## config.mk

```make
export PLATFORM = sky130hd
export DESIGN_NAME = axil_master_cmd
export DESIGN_NICKNAME = d
export VERILOG_FILES = /design/src/rtl/axil_master_cmd.sv
export SDC_FILE = /design/constraint.sdc
export NUM_CORES = 1
export LEC_CHECK = 0
export CAP_MARGIN = 10
export CORE_MARGIN = 4
export CORE_UTILIZATION = 35
export CTS_BUF_LIST = sky130_fd_sc_hd__clkbuf_4
export DETAILED_ROUTE_END_ITERATION = 8
export PLACE_DENSITY = 0.72
export SLEW_MARGIN = 25
export SYNTH_ARGS = -nofsm -noshare
export SYNTH_HDL_FRONTEND = slang
export SYNTH_SLANG_ARGS = --single-unit
```

## constraint.sdc

```tcl
create_clock -name clk -period 1.9 [get_ports clk]
set_clock_uncertainty 0.15 [all_clocks]
set_input_delay 0.38 -clock clk [delete_from_list [all_inputs] [get_ports clk]]
set_output_delay 0.38 -clock clk [all_outputs]
set_load 0.05 [all_outputs]
```

## src/rtl/axil_master_cmd.sv

```systemverilog
// Accepts one read/write command at a time and runs it as an AXI4-Lite transaction.
// Optional watchdog enabled by defining AXIL_MASTER_CMD_TIMEOUT_EN (limit TIMEOUT_CYCLES).
module axil_master_cmd #(
    parameter int         DATA_WIDTH     = 32,
    parameter int         ADDR_WIDTH     = 16,
    parameter int         STRB_WIDTH     = DATA_WIDTH/8,
    parameter logic [2:0] PROT           = 3'b000,
    parameter int         TIMEOUT_CYCLES = 1024
) (
    input  logic                  clk,
    input  logic                  rst,
    input  logic [ADDR_WIDTH-1:0] cmd_addr,
    input  logic [DATA_WIDTH-1:0] cmd_wdata,
    input  logic [STRB_WIDTH-1:0] cmd_wstrb,
    input  logic                  cmd_we,
    input  logic                  cmd_valid,
    output logic                  cmd_ready,
    output logic [DATA_WIDTH-1:0] rsp_rdata,
    output logic [1:0]            rsp_resp,
    output logic                  rsp_is_write,
    output logic                  rsp_valid,
    input  logic                  rsp_ready,
    output logic                  busy,
    output logic [ADDR_WIDTH-1:0] m_axil_awaddr,
    output logic [2:0]            m_axil_awprot,
    output logic                  m_axil_awvalid,
    input  logic                  m_axil_awready,
    output logic [DATA_WIDTH-1:0] m_axil_wdata,
    output logic [STRB_WIDTH-1:0] m_axil_wstrb,
    output logic                  m_axil_wvalid,
    input  logic                  m_axil_wready,
    input  logic [1:0]            m_axil_bresp,
    input  logic                  m_axil_bvalid,
    output logic                  m_axil_bready,
    output logic [ADDR_WIDTH-1:0] m_axil_araddr,
    output logic [2:0]            m_axil_arprot,
    output logic                  m_axil_arvalid,
    input  logic                  m_axil_arready,
    input  logic [DATA_WIDTH-1:0] m_axil_rdata,
    input  logic [1:0]            m_axil_rresp,
    input  logic                  m_axil_rvalid,
    output logic                  m_axil_rready
);

    typedef enum logic [2:0] {IDLE, WR_REQ, WR_RESP, RD_REQ, RD_RESP, RSP} state_t;

    if (TIMEOUT_CYCLES < 2) begin : g_bad_timeout
        $error("axil_master_cmd: TIMEOUT_CYCLES must be >= 2");
    end

    state_t                state, state_n;
    logic [ADDR_WIDTH-1:0] awaddr_n, araddr_n;
    logic [DATA_WIDTH-1:0] wdata_n, rsp_rdata_n;
    logic [STRB_WIDTH-1:0] wstrb_n;
    logic                  awvalid_n, wvalid_n, bready_n, arvalid_n, rready_n;
    logic [1:0]            rsp_resp_n;
    logic                  rsp_is_write_n, rsp_valid_n;

`ifdef AXIL_MASTER_CMD_TIMEOUT_EN
    localparam int CNT_W = $clog2(TIMEOUT_CYCLES);
    logic [CNT_W-1:0] cnt, cnt_n;
    logic             active;
    assign active = (state == WR_REQ) || (state == WR_RESP) ||
                    (state == RD_REQ) || (state == RD_RESP);
`endif

    assign cmd_ready     = (state == IDLE);
    assign busy          = (state != IDLE);
    assign m_axil_awprot = PROT;
    assign m_axil_arprot = PROT;

    always_comb begin
        state_n        = state;
        awaddr_n       = m_axil_awaddr;
        araddr_n       = m_axil_araddr;
        wdata_n        = m_axil_wdata;
        wstrb_n        = m_axil_wstrb;
        awvalid_n      = m_axil_awvalid;
        wvalid_n       = m_axil_wvalid;
        bready_n       = m_axil_bready;
        arvalid_n      = m_axil_arvalid;
        rready_n       = m_axil_rready;
        rsp_rdata_n    = rsp_rdata;
        rsp_resp_n     = rsp_resp;
        rsp_is_write_n = rsp_is_write;
        rsp_valid_n    = rsp_valid;
        case (state)
            IDLE: if (cmd_valid) begin
                bready_n = 1'b0;
                rready_n = 1'b0;
                if (cmd_we) begin
                    awaddr_n  = cmd_addr;
                    wdata_n   = cmd_wdata;
                    wstrb_n   = cmd_wstrb;
                    awvalid_n = 1'b1;
                    wvalid_n  = 1'b1;
                    state_n   = WR_REQ;
                end else begin
                    araddr_n  = cmd_addr;
                    arvalid_n = 1'b1;
                    state_n   = RD_REQ;
                end
            end
            // AW and W complete independently; a channel is done once its valid is low.
            WR_REQ: begin
                awvalid_n = m_axil_awvalid && !m_axil_awready;
                wvalid_n  = m_axil_wvalid && !m_axil_wready;
                if (!awvalid_n && !wvalid_n) begin
                    bready_n = 1'b1;
                    state_n  = WR_RESP;
                end
            end
            WR_RESP: if (m_axil_bvalid) begin
                bready_n       = 1'b0;
                rsp_valid_n    = 1'b1;
                rsp_is_write_n = 1'b1;
                rsp_rdata_n    = '0;
                rsp_resp_n     = m_axil_bresp;
                state_n        = RSP;
            end
            RD_REQ: if (m_axil_arready) begin
                arvalid_n = 1'b0;
                rready_n  = 1'b1;
                state_n   = RD_RESP;
            end
            RD_RESP: if (m_axil_rvalid) begin
                rready_n       = 1'b0;
                rsp_valid_n    = 1'b1;
                rsp_is_write_n = 1'b0;
                rsp_rdata_n    = m_axil_rdata;
                rsp_resp_n     = m_axil_rresp;
                state_n        = RSP;
            end
            RSP: if (rsp_ready) begin
                rsp_valid_n = 1'b0;
                state_n     = IDLE;
            end
            default: state_n = IDLE;
        endcase
`ifdef AXIL_MASTER_CMD_TIMEOUT_EN
        cnt_n = cnt;
        if (state == IDLE && cmd_valid)
            cnt_n = '0;
        else if (active)
            cnt_n = cnt + 1'b1;
        if (active && cnt == CNT_W'(TIMEOUT_CYCLES - 1)) begin
            awvalid_n      = 1'b0;
            wvalid_n       = 1'b0;
            arvalid_n      = 1'b0;
            rsp_valid_n    = 1'b1;
            rsp_resp_n     = 2'b11;
            rsp_rdata_n    = '0;
            rsp_is_write_n = (state == WR_REQ) || (state == WR_RESP);
            state_n        = RSP;
        end
        // Soak up late B/R beats left behind by an abandoned transaction.
        if (state_n == RSP || state_n == IDLE) begin
            bready_n = 1'b1;
            rready_n = 1'b1;
        end
`endif
    end

    always_ff @(posedge clk) begin
        if (rst) begin
            state          <= IDLE;
            m_axil_awaddr  <= '0;
            m_axil_araddr  <= '0;
            m_axil_wdata   <= '0;
            m_axil_wstrb   <= '0;
            m_axil_awvalid <= 1'b0;
            m_axil_wvalid  <= 1'b0;
            m_axil_bready  <= 1'b0;
            m_axil_arvalid <= 1'b0;
            m_axil_rready  <= 1'b0;
            rsp_rdata      <= '0;
            rsp_resp       <= 2'b00;
            rsp_is_write   <= 1'b0;
            rsp_valid      <= 1'b0;
`ifdef AXIL_MASTER_CMD_TIMEOUT_EN
            cnt            <= '0;
`endif
        end else begin
            state          <= state_n;
            m_axil_awaddr  <= awaddr_n;
            m_axil_araddr  <= araddr_n;
            m_axil_wdata   <= wdata_n;
            m_axil_wstrb   <= wstrb_n;
            m_axil_awvalid <= awvalid_n;
            m_axil_wvalid  <= wvalid_n;
            m_axil_bready  <= bready_n;
            m_axil_arvalid <= arvalid_n;
            m_axil_rready  <= rready_n;
            rsp_rdata      <= rsp_rdata_n;
            rsp_resp       <= rsp_resp_n;
            rsp_is_write   <= rsp_is_write_n;
            rsp_valid      <= rsp_valid_n;
`ifdef AXIL_MASTER_CMD_TIMEOUT_EN
            cnt            <= cnt_n;
`endif
        end
    end

endmodule

```

# ---- Word-level counts from Yosys, hierarchy flattened
# Cells that the tools add are included.
dict set report totals {
  regBits 112
  out_inout_bits 117
}
dict set report op_classes {
  n_reduce_logical 24
  n_mux 34
  bitwise 1
  n_eq_ne 13
}
# op count
set op_table {}
lappend op_table {{$mux W32} 2}
lappend op_table {{$pmux W32 S2} 1}
lappend op_table {{$mux W3} 6}
lappend op_table {{$pmux W3 S6} 1}
lappend op_table {{$ne A2 B2 Y1 const B} 8}
lappend op_table {{$reduce_and A4 Y1} 4}
lappend op_table {{$mux W1} 13}
lappend op_table {{$reduce_and A3 Y1} 4}
lappend op_table {{$reduce_bool A3 Y1} 4}
lappend op_table {{$pmux W1 S3} 3}
lappend op_table {{$pmux W1 S2} 4}
lappend op_table {{$eq A3 B2 Y1 const B} 2}
lappend op_table {{$eq A3 B3 Y1 const B} 2}
lappend op_table {{$mux W2} 3}
lappend op_table {{$reduce_and A6 Y1} 1}
lappend op_table {{$reduce_bool A2 Y1} 3}
lappend op_table {{$logic_not A1 Y1} 4}
lappend op_table {{$pmux W2 S2} 1}
lappend op_table {{$eq A3 B1 Y1 const B} 1}
lappend op_table {{$logic_and A1 B1 Y1} 3}
lappend op_table {{$logic_not A3 Y1} 1}
lappend op_table {{$not A1 Y1} 1}

# ---- Logic depth before layout (Yosys ltp)
dict set report logic_depth {
  ltp_word 6
  mapped_depth 7
  ltp_nobuf 4
}

# ---- Worst setup path after synthesis
# OpenSTA, ideal clock, no wires.
dict set report synth_path {
  path_kind {flip-flop to flip-flop}
  from {reg state[0]}
  to {reg m_axil_wstrb[1]}
  slack_ns -0.049
  required_time_ns 1.618
  stages_incl_launch_ff 7
  arrival_time_ns 1.666
  setup_ns 0.132
  period_less_slack_ns 1.949
  cell_sequence {dfxtp_1 > buf_6 > nor3_4 > nand3_1 > clkbuf_1 > nand2_1 > a21oi_1}
}
dict set report synth_via {
  elab_chain_cells 2
}
# element line
set synth_lines {}
lappend synth_lines {{from (decl)} 51} ;# state_t state, state_n;
lappend synth_lines {{from (signal assigned)} 184} ;# state <= state_n;
lappend synth_lines {{$logic_not A3 Y1} --}
lappend synth_lines {{via cmd_ready} 17} ;# output logic cmd_ready,
lappend synth_lines {{$reduce_and A3 Y1 (no source line)} --}
lappend synth_lines {{to (signal assigned)} 188} ;# m_axil_wstrb <= wstrb_n;
lappend synth_lines {{to (decl)} 29} ;# output logic [STRB_WIDTH-1:0] m_axil_wstrb,
# The timed path passes the listed nets, and every way through them passes these cells.
# A chain may end at the register's enable or synchronous reset.

# ---- Worst setup path after layout
dict set report layout_path {
  from {reg state[1]}
  to {out busy}
}
dict set report layout_via {
  elab_chain_cells 1
}
# element line
set layout_lines {}
lappend layout_lines {{$reduce_bool A3 Y1} 68} ;# assign busy = (state != IDLE);
lappend layout_lines {{to (decl)} 23} ;# output logic busy,
# Every way passes these cells.

==> metrics.yaml <==
detailed_routing:
  vias: 4066
  dr.pass1.iters: 4
  wire_per_inst_um: 14.4
  drt_iter0_drc: 204
  drc: 0
  via_per_inst: 4.81
  ant_nets: 0
  finalWirelength_um: 12200
synth:
  syn_area_sq_mm: 0.00411
  yosys.area.top_type: "dfxtp_1"
  async_reset_ff_frac: 0
  synth.area.top_cells: "dfxtp_1 55%, nand2_1 13%, a21oi_1 9.3%"
  ys.flop_type: "dfxtp_1"
  synth_commonest_cells: "141 x nand2_1, 112 x dfxtp_1, 76 x a21oi_1, 40 x nor2_1, 32 x a22oi_1"
  syn_inst: 490
  yosysSeqAreaShare: 0.545
  yosysUniqueCellTypes: 35
  yosysTopAreaCellShare: 0.545
  synth_seq_cells: 112
  synth.most_common_cell: "nand2_1"
  synth_edf_count: 0
  yosysWarnings: 0
  syn_avg_cell_area_sq_um: 8.39
power_and_ir_drop:
  p_per_area_mw_per_mm2: 1120
  peakVddDrop_mv: 0.485
  p_leak_nw: 2.62
timing:
  rsz0062_at_grt: "yes"
  hold_ws_ps: 144
  post-route-min-period_ps: 1910
  slew_violations: 0
  setup_violations: 1
  finalCritPeriodShare: 1.01
  clock.fmax_mhz: 524
  finalSetupTns_ps: -9.96
  setup_ws_ps: -9.96
  hold_viol: 0
finish:
  area_growth_pct: 56.1
  drive_gt1_frac: 0.238
  nNetsFinal: 795
  nFillCells: 1051
  instances_no_fill: 846
grt:
  track_usage: 0.172
  grt_pass1_vias: 3894
  grt.overflow.total: 0
  antenna_found_initial: 1
  grt_first_pass_wirelength_um: 18600
  grt_max_degree: 57
placed_design:
  dp.cells: 821
  io_buffers: 208
  routabilityCongestion: 0.772
  hpwlAfterDp_um: 8970
hold_path:
  whs_path_depth: 2
  hold_path.startpoint: "rst"
  hp-class: "in2reg"
  min_to: "m_axil_wstrb[2]$_SDFFE_PP0P_"
status:
  outcome: "finished, violations left"
  failed_checks: "setup timing"
floorplan:
  start_util: 0.359
  rows: 39
  io_pins: 215
  die_area_sq_mm: 0.0135
  die_y_um: 116
  core_area_sq_mm: 0.0115
  die_w_um: 116
setup_path:
  worstSetupStartpointType: "flip-flop"
  regToRegSetupSlack_ps: 160
  critPathRequiredTime_ps: 1370
  cp.arrival_ps: 1380
  crit_path_end_kind: "output port"
  crit_path_max_fanout: 4
  worstReg2RegStart: "state[1]$_SDFFE_PP0P_"
  reg2reg_to: "rsp_rdata[18]$_SDFFE_PP0P_"
  rr_worst_depth: 7
  critPathKind: "reg2out"
run:
  max_cap_violations: 0
clock_network:
  htree_levels: 3
  ctsHoldBuffers: 0
  clockRootBuffer: "clkbuf_4"
  clkLatencyLatePin_ps: 450
  cts_buffer_depth: 2
  cts_inserted_buffers: 9
  cts.sinks: 112
  cts_tree: "built"
  clk_pin_slew_ps: 160
[through the flow]
| step | utilization | instance area (sq um) | setup WS, ps | total power, mW |
|---|---|---|---|---|
| 3_5_place_dp | 0.536 | 6150 | -157 | 5.63 |
| 4_1_cts | 0.556 | 6380 | -64.0 | 7.19 |
| 6_report | 0.560 | 6420 | -9.96 | 7.17 |
| 5_1_grt | 0.560 | 6420 | -147 | 7.55 |
| 3_3_place_gp | 0.536 | 6150 | -164 | 5.58 |
| 2_1_floorplan | - | 4140 | -13.0 | 4.59 |
[layout make-up]
type / instances / area (sq um) / area share
timing repair buffer: 235 / 2130 / 0.332
inverter: 4 / 17.5 / 0.00273
clock buffer: 9 / 67.6 / 0.0105
clock inverter: 7 / 118 / 0.0183
multi-input combinational: 335 / 1650 / 0.257
sequential: 112 / 2250 / 0.351
tap: 143 / 179 / 0.0279
antenna: 1 / 2.50 / 0.000390
[cells in the final DEF (no fill, tap or decap), types with 2 or more instances in the layout]
cell             Yosys  routed
nand2_1            141     141
buf_4               13     128
dfxtp_1            112     109
clkdlybuf4s50_1      0      96
a21oi_1             76      76
nor2_1              40      40
a22oi_1             32      32
buf_12               0      10
clkbuf_4             0       9
conb_1               1       6
o21ai_0              5       5
mux2i_1              4       4
nand3b_1             3       3
nand2b_1             4       3
bufinv_16            0       3
a21o_1               2       2
inv_1                3       2
mux2_2               2       2
a311oi_1             2       2
nor3_1               2       2
clkinv_2             0       2
dfxtp_4              0       2
[worst max-delay path, stage by stage, from the launching register on]
cell     delay [ps]
dfxtp_4         400
nor3_4          210
buf_6           140
inv_4            40
buf_12          130
[flip-flops by register name, summed over array words and instances (netlist names), 2 cells and up]
register	flops
m_axil_araddr	16
m_axil_awaddr	16
m_axil_wdata	32
m_axil_wstrb	4
rsp_rdata	32
rsp_resp	2
state	3
[metal layers]
layer	share of wire	vias to the layer above	track usage
li1	-	2032	-
met1	0.40	1859	0.206
met2	0.49	153	0.291
met3	0.076	22	0.0337
met4	0.031	0	0.0936
met5	0	-	0
[what timing repair did]
action	4_1_cts	5_1_grt
gates cloned	0	0
buffers inserted	4	5
endpoints found under the setup margin	2	2
pin swaps	1	2
gates resized for setup	6	4
[kinds of logic after synthesis]
kind of cell,after synthesis,synth area share
AOI/OAI and AO/OA,125,0.181
and+or+nand+nor,198,0.197
other,1,0.000912
DFF,112,0.545
buffers and inverters,48,0.0606
muxes,6,0.0152
[where the power goes]
part           switching (mW)  internal, mW  total, mW  leakage [nW]
Combinational            1.82          1.13       2.95          1.61
Sequential              0.161          2.62       2.78         0.911
Clock                   0.771         0.670       1.44         0.100
[worst max path at each step]
stage,startpoint,end,slack [ps],cells after the start
after global placement,m_axil_awready,m_axil_bready$_SDFFE_PP0P_,-160,5
final,state[1]$_SDFFE_PP0P_,busy,-10,4
after floorplan,state[0]$_SDFFE_PP0P_,m_axil_araddr[10]$_SDFFE_PP0P_,-10,6
after global routing,state[1]$_SDFFE_PP0P_,busy,-150,4
after CTS,state[0]$_SDFFE_PP0P_,busy,-60,4
after detailed placement,m_axil_awready,m_axil_bready$_SDFFE_PP0P_,-160,5
Power figures use the tool's default switching activity.
